--- config.mk ---
export PLATFORM = sky130hd
export DESIGN_NAME = mux_arb_reg
export DESIGN_NICKNAME = d
export VERILOG_FILES = /design/src/rtl/mux_arb_reg.sv
export SDC_FILE = /design/constraint.sdc
export NUM_CORES = 1
export LEC_CHECK = 0
export BUFFER_PORTS_ARGS = -buffer_cell sky130_fd_sc_hd__buf_2
export CORE_MARGIN = 1
export CORE_UTILIZATION = 43
export CTS_CLUSTER_SIZE = 25
export DETAILED_ROUTE_END_ITERATION = 10
export PLACE_DENSITY = 0.95
export RECOVER_POWER = 100
export SLEW_MARGIN = 5
export SYNTH_ARGS = -nofsm -noshare
export SYNTH_HDL_FRONTEND = slang
export SYNTH_SLANG_ARGS = --single-unit
--- constraint.sdc ---
create_clock -name clk -period 3.2 [get_ports clk]
set_input_delay 0 -clock clk [delete_from_list [all_inputs] [get_ports clk]]
set_output_delay 0 -clock clk [all_outputs]
set_load 0.05 [all_outputs]
--- src/rtl/mux_arb_reg.sv ---
// mux_arb_reg: N-channel registered multiplexer with valid/ready handshake.
//   Channel choice is either a fixed external select (MODE 0) or
//   round-robin arbitration across the valid channels (MODE 1).
//   Latency is 1 cycle. Full throughput: drain and fill can happen on the same edge.
// Ports:
//   clk, reset                 rising-edge clock, async active-high reset
//   in_data/in_valid/in_ready  NUM_CH producer channels (data packed i*WIDTH +: WIDTH)
//   sel                        channel select, used only in MODE 0
//   out_data/out_ch/out_valid  registered word, its source channel, and its valid flag
//   out_ready                  consumer accept
module mux_arb_reg #(
  parameter int WIDTH  = 8,
  parameter int NUM_CH = 4,
  parameter int SEL_W  = 2,
  parameter int MODE   = 0
) (
  input  logic                    clk,
  input  logic                    reset,
  input  logic [NUM_CH*WIDTH-1:0] in_data,
  input  logic [NUM_CH-1:0]       in_valid,
  output logic [NUM_CH-1:0]       in_ready,
  input  logic [SEL_W-1:0]        sel,
  output logic [WIDTH-1:0]        out_data,
  output logic [SEL_W-1:0]        out_ch,
  output logic                    out_valid,
  input  logic                    out_ready
);

  logic             load;
  logic             gnt_vld;
  logic [SEL_W-1:0] gnt;
  logic [WIDTH-1:0] gnt_dat;
  logic [SEL_W-1:0] rr_ptr;

  // The output register can take a new word when it is empty or being drained.
  assign load = !out_valid || out_ready;

  // Grant selection. Depends only on in_valid/sel/rr_ptr, never on in_data.
  always_comb begin
    int idx;
    gnt_vld = 1'b0;
    gnt     = '0;
    idx     = 0;
    if (MODE == 0) begin
      // An out-of-range sel matches no channel, so it yields no grant.
      for (int i = 0; i < NUM_CH; i++) begin
        if (sel == SEL_W'(i) && in_valid[i]) begin
          gnt_vld = 1'b1;
          gnt     = SEL_W'(i);
        end
      end
    end else begin
      // Scan from the farthest offset down to rr_ptr+1 so the nearest valid
      // channel after the last winner is written last and wins.
      for (int k = NUM_CH; k >= 1; k--) begin
        idx = (int'(rr_ptr) + k) % NUM_CH;
        if (in_valid[idx]) begin
          gnt_vld = 1'b1;
          gnt     = SEL_W'(idx);
        end
      end
    end
  end

  // Accept strobe back to the winning producer; held low during reset.
  always_comb begin
    in_ready = '0;
    for (int i = 0; i < NUM_CH; i++) begin
      in_ready[i] = !reset && load && gnt_vld && (gnt == SEL_W'(i));
    end
  end

  always_comb begin
    gnt_dat = '0;
    for (int i = 0; i < NUM_CH; i++) begin
      if (gnt == SEL_W'(i)) gnt_dat = in_data[i*WIDTH +: WIDTH];
    end
  end

  always_ff @(posedge clk or posedge reset) begin
    if (reset) begin
      out_valid <= 1'b0;
      out_data  <= '0;
      out_ch    <= '0;
      rr_ptr    <= SEL_W'(NUM_CH - 1);
    end else if (load) begin
      if (gnt_vld) begin
        out_valid <= 1'b1;
        out_data  <= gnt_dat;
        out_ch    <= gnt;
        rr_ptr    <= gnt;
      end else begin
        // Nothing to load: the slot empties, but the last data/channel stay visible.
        out_valid <= 1'b0;
      end
    end
  end

endmodule

==> results of run 1 <==
==> worst min-delay path by stage <==
stage                                    endpoint  slack, ps  cells past startpoint
after detailed placement    out_ch[0]$_DFFE_PP0P_         70                      2
final                     out_data[7]$_DFFE_PP0P_         40                      3
after CTS                 out_data[7]$_DFFE_PP0P_         40                      3
after global routing      out_data[3]$_DFFE_PP0P_         40                      3
after floorplan             out_ch[0]$_DFFE_PP0P_       -150                      1
after global placement      out_ch[0]$_DFFE_PP0P_         50                      2
==> power by group <==
part           switching (W)  total [W]  leakage, nW  internal [W]
clock network      0.0000545   0.000103       0.0150     0.0000485
registers          0.0000202   0.000190        0.134      0.000170
logic               0.000189   0.000260        0.313     0.0000718
==> registers in the layout, summed over array words and instances, names as in the netlist <==
name	count
out_data	8
out_ch	2
out_valid	1
==> worst max-delay path, stage by stage, from the launching register on <==
cell,delay [ps]
dfrtp_1,370
nor2b_1,190
a211oi_4,420
nor2_1,310
nor4_1,250
clkbuf_1,500
==> Yosys cell counts <==
library cell   n  share of area (%)
nor4_1         1               0.80
nor2b_1        1               0.80
a21o_1         1               0.96
buf_6          2                2.9
a21oi_2        1                1.1
nor2_1         1               0.48
nand3_1        2                1.3
clkbuf_1       2               0.96
nand2b_4       1                1.8
o2bb2ai_1      8                9.0
nor3_2         2                2.6
mux2i_1        2                2.6
or2_1          1               0.80
nor3_4         1                2.1
nand2_1        5                2.4
inv_1          3                1.4
nor2_2         1               0.80
inv_2          1               0.48
o22a_1         8                9.0
a211oi_4       1                2.6
dfrtp_1       11                 35
buf_2          2                1.3
mux2_1         1                1.4
o22ai_1        8                6.4
o21bai_1       1               0.96
nor3_1         1               0.64
a221oi_1       8                9.0
==> cell families after synthesis <==
| group | count (synthesis) |
|---|---|
| buffers and inverters | 10 |
| muxes | 3 |
| AOI/OAI and AO/OA | 36 |
| DFF | 11 |
| and+or+nand+nor | 17 |
==> cell type report <==
type	count	area (um2)
fill	165	649
multi-input combinational	56	445
sequential	11	275
timing repair buffer	56	265
tap	25	31.3
clock buffer	4	26.3
inverter	4	15.0
==> through the flow <==
stage          setup slack, ps  instance area [um2]
6_report                   858                 1060
5_1_grt                    643                 1060
4_1_cts                   1170                 1080
3_5_place_dp              1470                 1040
3_3_place_gp              1570                 1040
2_1_floorplan              438                  778
==> what timing repair did <==
item                                   CTS  global route
setup buffers                            0             0
endpoints found under the hold margin   11             0
hold buffers                             1             0
==> per-layer routing <==
layer  global-route usage, %  routed length (um)  vias up
li1                        -                   -      420
met1                    28.4                 888      402
met2                    44.1                1170       49
met3                    8.57                 169       11
met4                    12.7                  88        0
met5                       0                   0        -
==> results.ini, run 1 <==
[outcome]
status = finished clean

[synthesis]
syn_nets = 118
yosys.area_share.simple_pct = 14.5
synthMuxAreaShare_pct = 4.02
yosys_warnings = 0
synthAdderAreaFrac_pct = 0
synth_top_family_by_area = compound AO/OA/AOI/OAI gates
syn_avg_cell_area_um2 = 10.1
synth-seq-area-share_pct = 35.4
postSynthCellCount = 77
synth_cell_types = 27
synth_area_um2 = 778
synth_xor_area_share_pct = 0
synth-compound-area-share_pct = 39.1
ys_ff_latch = 11

[worst_setup_path]
required_ps = 3200
crit_fanout = 13
critPathKind = reg2out
r2r-start = out_valid$_DFFE_PP0N_
r2r-end = out_ch[0]$_DFFE_PP0P_
crit_start = out_valid$_DFFE_PP0N_
reg2reg_slack_ps = 1300
rr_worst_depth = 4
critPathCaptureType = primary output
crit_end = in_ready[1]
startpoint_type = flip-flop
arrival_ps = 2340

[layout]
final_core_util_pct = 62.0
final_cell_mix = 39 x buf_2, 17 x clkbuf_1, 11 x dfrtp_1
final_common_cell = buf_2
area_growth_pct = 36.0
diodes = 0
layout.nets = 173
final_cells = 156
layout-drive-gt1-share_pct = 37.4

[routing]
wire_per_inst_um = 14.8
drtIter0Drc = 37
firstDrtPassIters = 4
via_count = 882
drt-vias-per-instance = 5.65
ant_nets = 0
drcViolationCount = 0
routed_wl_um = 2320

[hold_path]
hold_class = in2reg
hp-start = in_data[7]

[clocking]
clockBufferDepth = 2
clock_latency_ps = 280
cts_tree = done
clk_pin_slew_ps = 80
cts.htree.levels = 1
numCtsBuffers = 3
clock_sinks = 11
cts_resized = 0
clock-root-buffer = clkbuf_4

[global_route]
grt_pass1_wl_um = 3590
antenna_found_initial = 0
grt_usage_pct = 25.8
grt_pass1_vias = 847
grt_max_degree = 14
overflow = 0

[die]
row_count = 15
initial_core_util_pct = 45.6
die_h_um = 44.5
core_um2 = 1710
die_w_um = 44.5
ioPinCount = 56
die_area_um2 = 1980

[place]
dpl.cell_count = 151
globalplace.congestion = 0.870
io_buffers = 55
dp_hpwl_um = 1740

[power_and_ir_drop]
p_leak_nw = 0.462
power_w = 0.000553
p_per_area_nw_per_um2 = 523
ir_drop_uv = 288

[timing]
relSlewSlack_pct = 40.4
worst_pin_slew_ps = 891
hold_violations = 0
finalCriticalPeriod_ps = 2340
period_share_pct = 73.2
fmax_mhz = 427
tns_ps = 0
rsz0062_at_grt = no
skew_ps = 4.73
finalSetupViolations = 0
maxSlewViolCount = 0
holdWs_ps = 39.8

[run]
cap_violations = 0

Power figures use the tool's default switching activity.
==> inputs of run 2 (changes only) <==
- CORE_UTILIZATION: 43 -> 36
- PLACE_DENSITY: 0.95 -> 0.86
- clock period: 3.2 -> 2 ns (I/O delays scaled with it)
==> run 2 against run 1 <==
  * Clock power up 62%
  * Largest cell class unchanged
  * Largest power group unchanged
  * Cell area up 6.5%
  * Die area grew 19%
  * Non-clock buffer count up 5
  * Sequential power up 58%
  * Critical path type unchanged
  * First-iteration DRC count is 22% lower
  * Wire length up 2.2%
==> results.ini, run 2 (synthesis results as in run 1) <==
[die]
die_w_um = 48.5  ; +8.9%
die_area_um2 = 2350  ; +19%
ioPinCount = 56  ; unchanged
initial_core_util_pct = 38.9  ; -6.7 points
row_count = 16  ; +1
die_h_um = 48.5  ; +8.9%
core_um2 = 2000  ; +17%

[layout]
largest-register = out_data
final_core_util_pct = 56.3  ; -5.7 points
seqCellArea_um2 = 275  ; unchanged
final_cell_area_um2 = 1130  ; +6.5%
area_growth_pct = 44.9
reg_top3 = out_data x8, out_ch x2, out_valid x1
layout.nets = 178  ; +2.9%
n_fill_cell = 192  ; +16%
final_common_cell = buf_2
diodes = 0  ; unchanged
layout-drive-gt1-share_pct = 44.9  ; +7.4 points
final_cell_mix = 44 x buf_2, 13 x clkbuf_1, 11 x dfrtp_1
largest_reg_flops = 8  ; unchanged
multiInputGateArea_um2 = 472  ; +5.9%

[hold_path]
holdPathStages = 3  ; unchanged
hp-start = in_data[13]
hold_path_end = out_data[5]$_DFFE_PP0P_
hold_class = in2reg

[place]
post-place-ws_ps = 339  ; -1130 ps
dpl_cell_area_um2 = 1090  ; +4.0%
globalplace.congestion = 0.829  ; -4.8%
dp_hpwl_um = 1750  ; +0.63%
io_buffers = 55  ; unchanged

[clocking]
clk_pin_slew_ps = 70  ; about the same
clock_sinks = 11  ; unchanged
clock-root-buffer = clkbuf_4
clock_latency_ps = 290  ; about the same
cts.htree.levels = 1  ; unchanged
numCtsBuffers = 3  ; unchanged
cts_tree = done
clockBufferDepth = 2  ; unchanged

[global_route]
grt_usage_pct = 20.7  ; -5.0 points
grt_pass1_wl_um = 3680  ; +2.5%
grt_pass1_vias = 773  ; -8.7%
grt_max_degree = 13  ; -1
overflow = 0  ; unchanged
antenna_found_initial = 0  ; unchanged

[power_and_ir_drop]
power_w = 0.000899  ; +63%
swShare_pct = 47.3  ; -0.27 points
p_leak_nw = 0.512  ; +11%
sequentialPowerShare_pct = 33.5  ; -0.8 points
intPower_w = 0.000474  ; +63%
p_sw_w = 0.000426  ; +62%
p_comb_share_pct = 48.0  ; +0.9 points
ir_drop_uv = 461  ; +60%
p_per_area_nw_per_um2 = 798  ; +53%
p_clk_share_pct = 18.5  ; about the same

[timing]
maxSlewViolCount = 0  ; unchanged
finalSetupViolations = 0  ; unchanged
fmax_mhz = 529
skew_ps = 1.87  ; -2.86 ps
finalCriticalPeriod_ps = 1890
worst_pin_slew_ps = 604  ; -287 ps
tns_ps = 0  ; unchanged
period_share_pct = 94.6
hold_violations = 0  ; unchanged
rsz0062_at_grt = no
finalWorstSetupSlack_ps = 108  ; -750 ps
relSlewSlack_pct = 59.9  ; +20 points

[routing]
drt-vias-per-instance = 5.65  ; about the same
via_count = 921  ; +4.4%
wire_per_inst_um = 14.5  ; -2.2%
drcViolationCount = 0  ; unchanged
firstDrtPassIters = 4  ; unchanged
drtIter0Drc = 29  ; -22%
routed_wl_um = 2370  ; +2.2%
ant_nets = 0  ; unchanged

[worst_setup_path]
rr_worst_depth = 5  ; +1
reg2reg_slack_ps = 430  ; -870 ps
required_ps = 2000  ; -1200 ps
crit_start = out_valid$_DFFE_PP0N_
crit_chain = nor2b_1 -> nor3_4 -> nor2_2 -> buf_4 -> nor4_2 -> buf_2
critPathCaptureType = primary output
crit_buf_inv = 2  ; +1
crit_family = simple AND/OR/NAND/NOR gates
critical_path_depth = 6  ; +1
arrival_ps = 1890  ; -450 ps
cp_slowest_cell = dfrtp_1
startpoint_type = flip-flop
r2r-start = out_valid$_DFFE_PP0N_
crit_fanout = 10  ; -3
critPathKind = reg2out
r2r-end = out_ch[0]$_DFFE_PP0P_
max_stage_delay_ps = 370  ; -130 ps

[outcome]
status = finished clean

[run]
cap_violations = 0  ; unchanged

run 2: power by group through the flow:
| stage | clock network (W) | registers [W] | logic (W) |
|---|---|---|---|
| finish | 0.000167 | 0.000301 | 0.000431 |
| global route | 0.000177 | 0.000306 | 0.000456 |
| CTS | 0.000166 | 0.000300 | 0.000442 |
| detailed placement | 0 | 0.000303 | 0.000439 |
| global placement | 0 | 0.000303 | 0.000435 |
| floorplan | 0 | 0.000475 | 0.000147 |
run 2: cell type report:
cell class / count / area share [%]
clock buffer: 4 / 2.33
inverter: 4 / 1.33
multi-input combinational: 56 / 41.8
sequential: 11 / 24.4
tap: 27 / 3.00
timing repair buffer: 61 / 27.1
run 2: worst max path at each step:
stage | slack, ps | end
2_1_floorplan | -180 | in_ready[1]
3_3_place_gp | 430 | in_ready[2]
3_5_place_dp | 340 | in_ready[1]
4_1_cts | 30 | in_ready[1]
5_1_grt | 0.3 | in_ready[2]
6_report | 110 | in_ready[1]
run 2: stage by stage:
step	hold slack, ps	std cells
final	15.3	163
after floorplan	-148	77
after global placement	79.4	155
after CTS	21.1	160
after global routing	27.9	163
after detailed placement	100	155
run 2: worst register-to-register path, cell delays in order (launching register included):
cell	delay (ps)
dfrtp_1	340
nor2b_1	400
nor3_4	120
nor2_2	200
buf_4	240
mux2i_1	200
run 2: repair_timing:
| action | CTS | global route |
|---|---|---|
| endpoints found under the setup margin | 0 | 4 |
| hold buffers | 1 | 0 |
| setup buffers | 0 | 3 |
| resized for setup | 0 | 0 |
| endpoints found under the hold margin | 11 | 0 |
run 2: layer usage:
layer  GRT usage [%]  up-vias  routed length [um]
li1                -      429                   -
met1            26.4      437                 993
met2            31.7       46                1150
met3            5.03        9                 145
met4            12.7        0                  82
met5               0        -                   0
==> inputs of run 3 (changes only) <==
- CORE_UTILIZATION: 36 -> 40
- PLACE_DENSITY: 0.86 -> 0.9
- clock period: 2 -> 2.1 ns (I/O delays scaled with it)
==> run 3 against run 2 <==
  * Utilization grew 5.4 points
  * Cell area shrank 2.3%
  * Via count shrank 0.76%
  * Global-route usage grew 5.2 points
  * Sequential power shrank 5%
  * First-iteration DRC count grew 21%
  * Largest cell class unchanged
  * Sequential cell count is the same
  * Worst setup slack gained 9.7 ps
  * Total power shrank 6.5%
  * Largest power group unchanged
  * Clock power shrank 13%
  * Non-clock buffer count shrank 3
==> results.ini, run 3 (synthesis results as in run 1) <==
[outcome]
status = finished clean

[clocking]
clk_pin_slew_ps = 80  ; about the same
cts.htree.levels = 1  ; unchanged
clock-root-buffer = clkbuf_4
clock_sinks = 11  ; unchanged
clock_latency_ps = 270  ; -20 ps
cts_tree = done
numCtsBuffers = 3  ; unchanged
cts_resized = 0  ; unchanged
clockBufferDepth = 2  ; unchanged
postCtsSetupBuffers = 0  ; unchanged

[worst_setup_path]
required_ps = 2100  ; +100 ps
rr_worst_depth = 5  ; unchanged
crit_start = out_valid$_DFFE_PP0N_
crit_fanout = 13  ; +3
reg2reg_slack_ps = 500  ; +70 ps
startpoint_type = flip-flop
critPathKind = reg2out
arrival_ps = 1980  ; +90 ps
r2r-start = out_valid$_DFFE_PP0N_
crit_end = in_ready[0]
r2r-end = out_data[5]$_DFFE_PP0P_
critPathCaptureType = primary output

[layout]
layout.nets = 175  ; -1.7%
largest_reg_flops = 8  ; unchanged
final_cell_mix = 41 x buf_2, 14 x clkbuf_1, 11 x dfrtp_1
area_growth_pct = 41.5
layout-drive-gt1-share_pct = 42.9  ; -2.0 points
diodes = 0  ; unchanged
largest-register = out_data
final_common_cell = buf_2
final_cells = 158  ; -3.1%
reg_top3 = out_data x8, out_ch x2, out_valid x1

[routing]
drt-vias-per-instance = 5.78  ; +2.4%
routed-wl-met2_um = 1320  ; +15%
wire_per_inst_um = 16.0  ; +9.9%
wl_met1_um = 1010  ; +1.6%
routed_wl_um = 2520  ; +6.6%
drtIter0Drc = 35  ; +21%
top_layer = met4
ant_nets = 0  ; unchanged
met3WireLength_um = 139  ; -4.1%
via_count = 914  ; -0.76%
firstDrtPassIters = 4  ; unchanged
drcViolationCount = 0  ; unchanged

[place]
dp_hpwl_um = 1920  ; +9.6%
dpl.cell_count = 153  ; -1.3%
io_buffers = 55  ; unchanged
globalplace.congestion = 0.857  ; +3.4%

[timing]
hold_violations = 0  ; unchanged
finalCriticalPeriod_ps = 1980
finalSetupViolations = 0  ; unchanged
period_share_pct = 94.4
rsz0062_at_grt = no
relSlewSlack_pct = 58.6  ; -1.3 points
fmax_mhz = 504
maxSlewViolCount = 0  ; unchanged
holdWs_ps = 29.8  ; +14.5 ps
worst_pin_slew_ps = 619  ; +15.4 ps
skew_ps = 12.2  ; +10.3 ps

[die]
ioPinCount = 56  ; unchanged
die_area_um2 = 2130  ; -9.6%
initial_core_util_pct = 43.6  ; +4.8 points
die_h_um = 46.1  ; -4.9%
row_count = 15  ; -1
die_w_um = 46.1  ; -4.9%
core_um2 = 1780  ; -11%

[power_and_ir_drop]
p_per_area_nw_per_um2 = 763  ; -4.3%
p_leak_nw = 0.492  ; -3.9%
ir_drop_uv = 601  ; +30%

[run]
cap_violations = 0  ; unchanged

[global_route]
grt_pass1_wl_um = 3740  ; +1.7%
overflow = 0  ; unchanged
grt_pass1_vias = 821  ; +6.2%
grt_usage_pct = 25.9  ; +5.2 points
grt_max_degree = 14  ; +1
antenna_found_initial = 0  ; unchanged

[hold_path]
hold_class = in2reg

[run 3: changes by cell type in the layout (fill, tap and decap cells not counted), sizes merged]
cell	change
clkbuf	+3
buf	-6
[run 3: where the power goes]
group	internal, W	switching, W	total, W
logic	0.000114	0.000296	0.000410
registers	0.000258	0.0000266	0.000285
clock network	0.0000736	0.0000721	0.000146
[run 3: area by class of cell]
cell class                      count  area, um2
Clock buffer                        4       26.3
Fill cell                         168        682
Inverter                            4       15.0
Multi-Input combinational cell     56        472
Sequential cell                    11        275
Tap cell                           25       31.3
Timing Repair Buffer               58        282
[run 3: repair_timing]
| action | CTS | global route |
|---|---|---|
| hold endpoints to repair | 11 | 0 |
| setup endpoints to repair | 0 | 0 |
| hold buffers | 1 | 0 |
[run 3: metal layers]
| layer | vias up | global-route usage [%] |
|---|---|---|
| li1 | 424 | - |
| met1 | 440 | 32.3 |
| met2 | 44 | 42.0 |
| met3 | 6 | 6.27 |
| met4 | 0 | 11.8 |
| met5 | - | 0 |
[run 3: metrics by stage]
step | setup slack (ps) | utilization, % | TNS [ps] | area [um2] | power [W]
after detailed placement | 469 | 60.8 | 0 | 1080 | 0.000709
after global routing | 12.1 | 61.8 | 0 | 1100 | 0.000890
after floorplan | -81.7 | - | -81.7 | 802 | 0.000592
after global placement | 564 | 60.8 | 0 | 1080 | 0.000700
after CTS | 124 | 62.8 | 0 | 1120 | 0.000860
final | 118 | 61.8 | 0 | 1100 | 0.000841
[run 3: worst max-delay path, stage by stage (launching register included)]
cell     delay [ps]
dfrtp_1         380
nor2b_1         200
nor3_4          350
nor2_2           80
buf_4           220
nor3_4          190
buf_2           290
[run 3: worst min path at each step]
| stage | from | end | slack (ps) | depth (start not counted) |
|---|---|---|---|---|
| 6_report | in_data[9] | out_data[1]$_DFFE_PP0P_ | 30 | 3 |
| 5_1_grt | in_data[1] | out_data[1]$_DFFE_PP0P_ | 30 | 3 |
| 3_3_place_gp | reset | out_data[6]$_DFFE_PP0P_ | 90 | 2 |
| 3_5_place_dp | reset | out_valid$_DFFE_PP0N_ | 100 | 2 |
| 2_1_floorplan | reset | out_ch[0]$_DFFE_PP0P_ | -150 | 1 |
| 4_1_cts | in_data[9] | out_data[1]$_DFFE_PP0P_ | 30 | 3 |
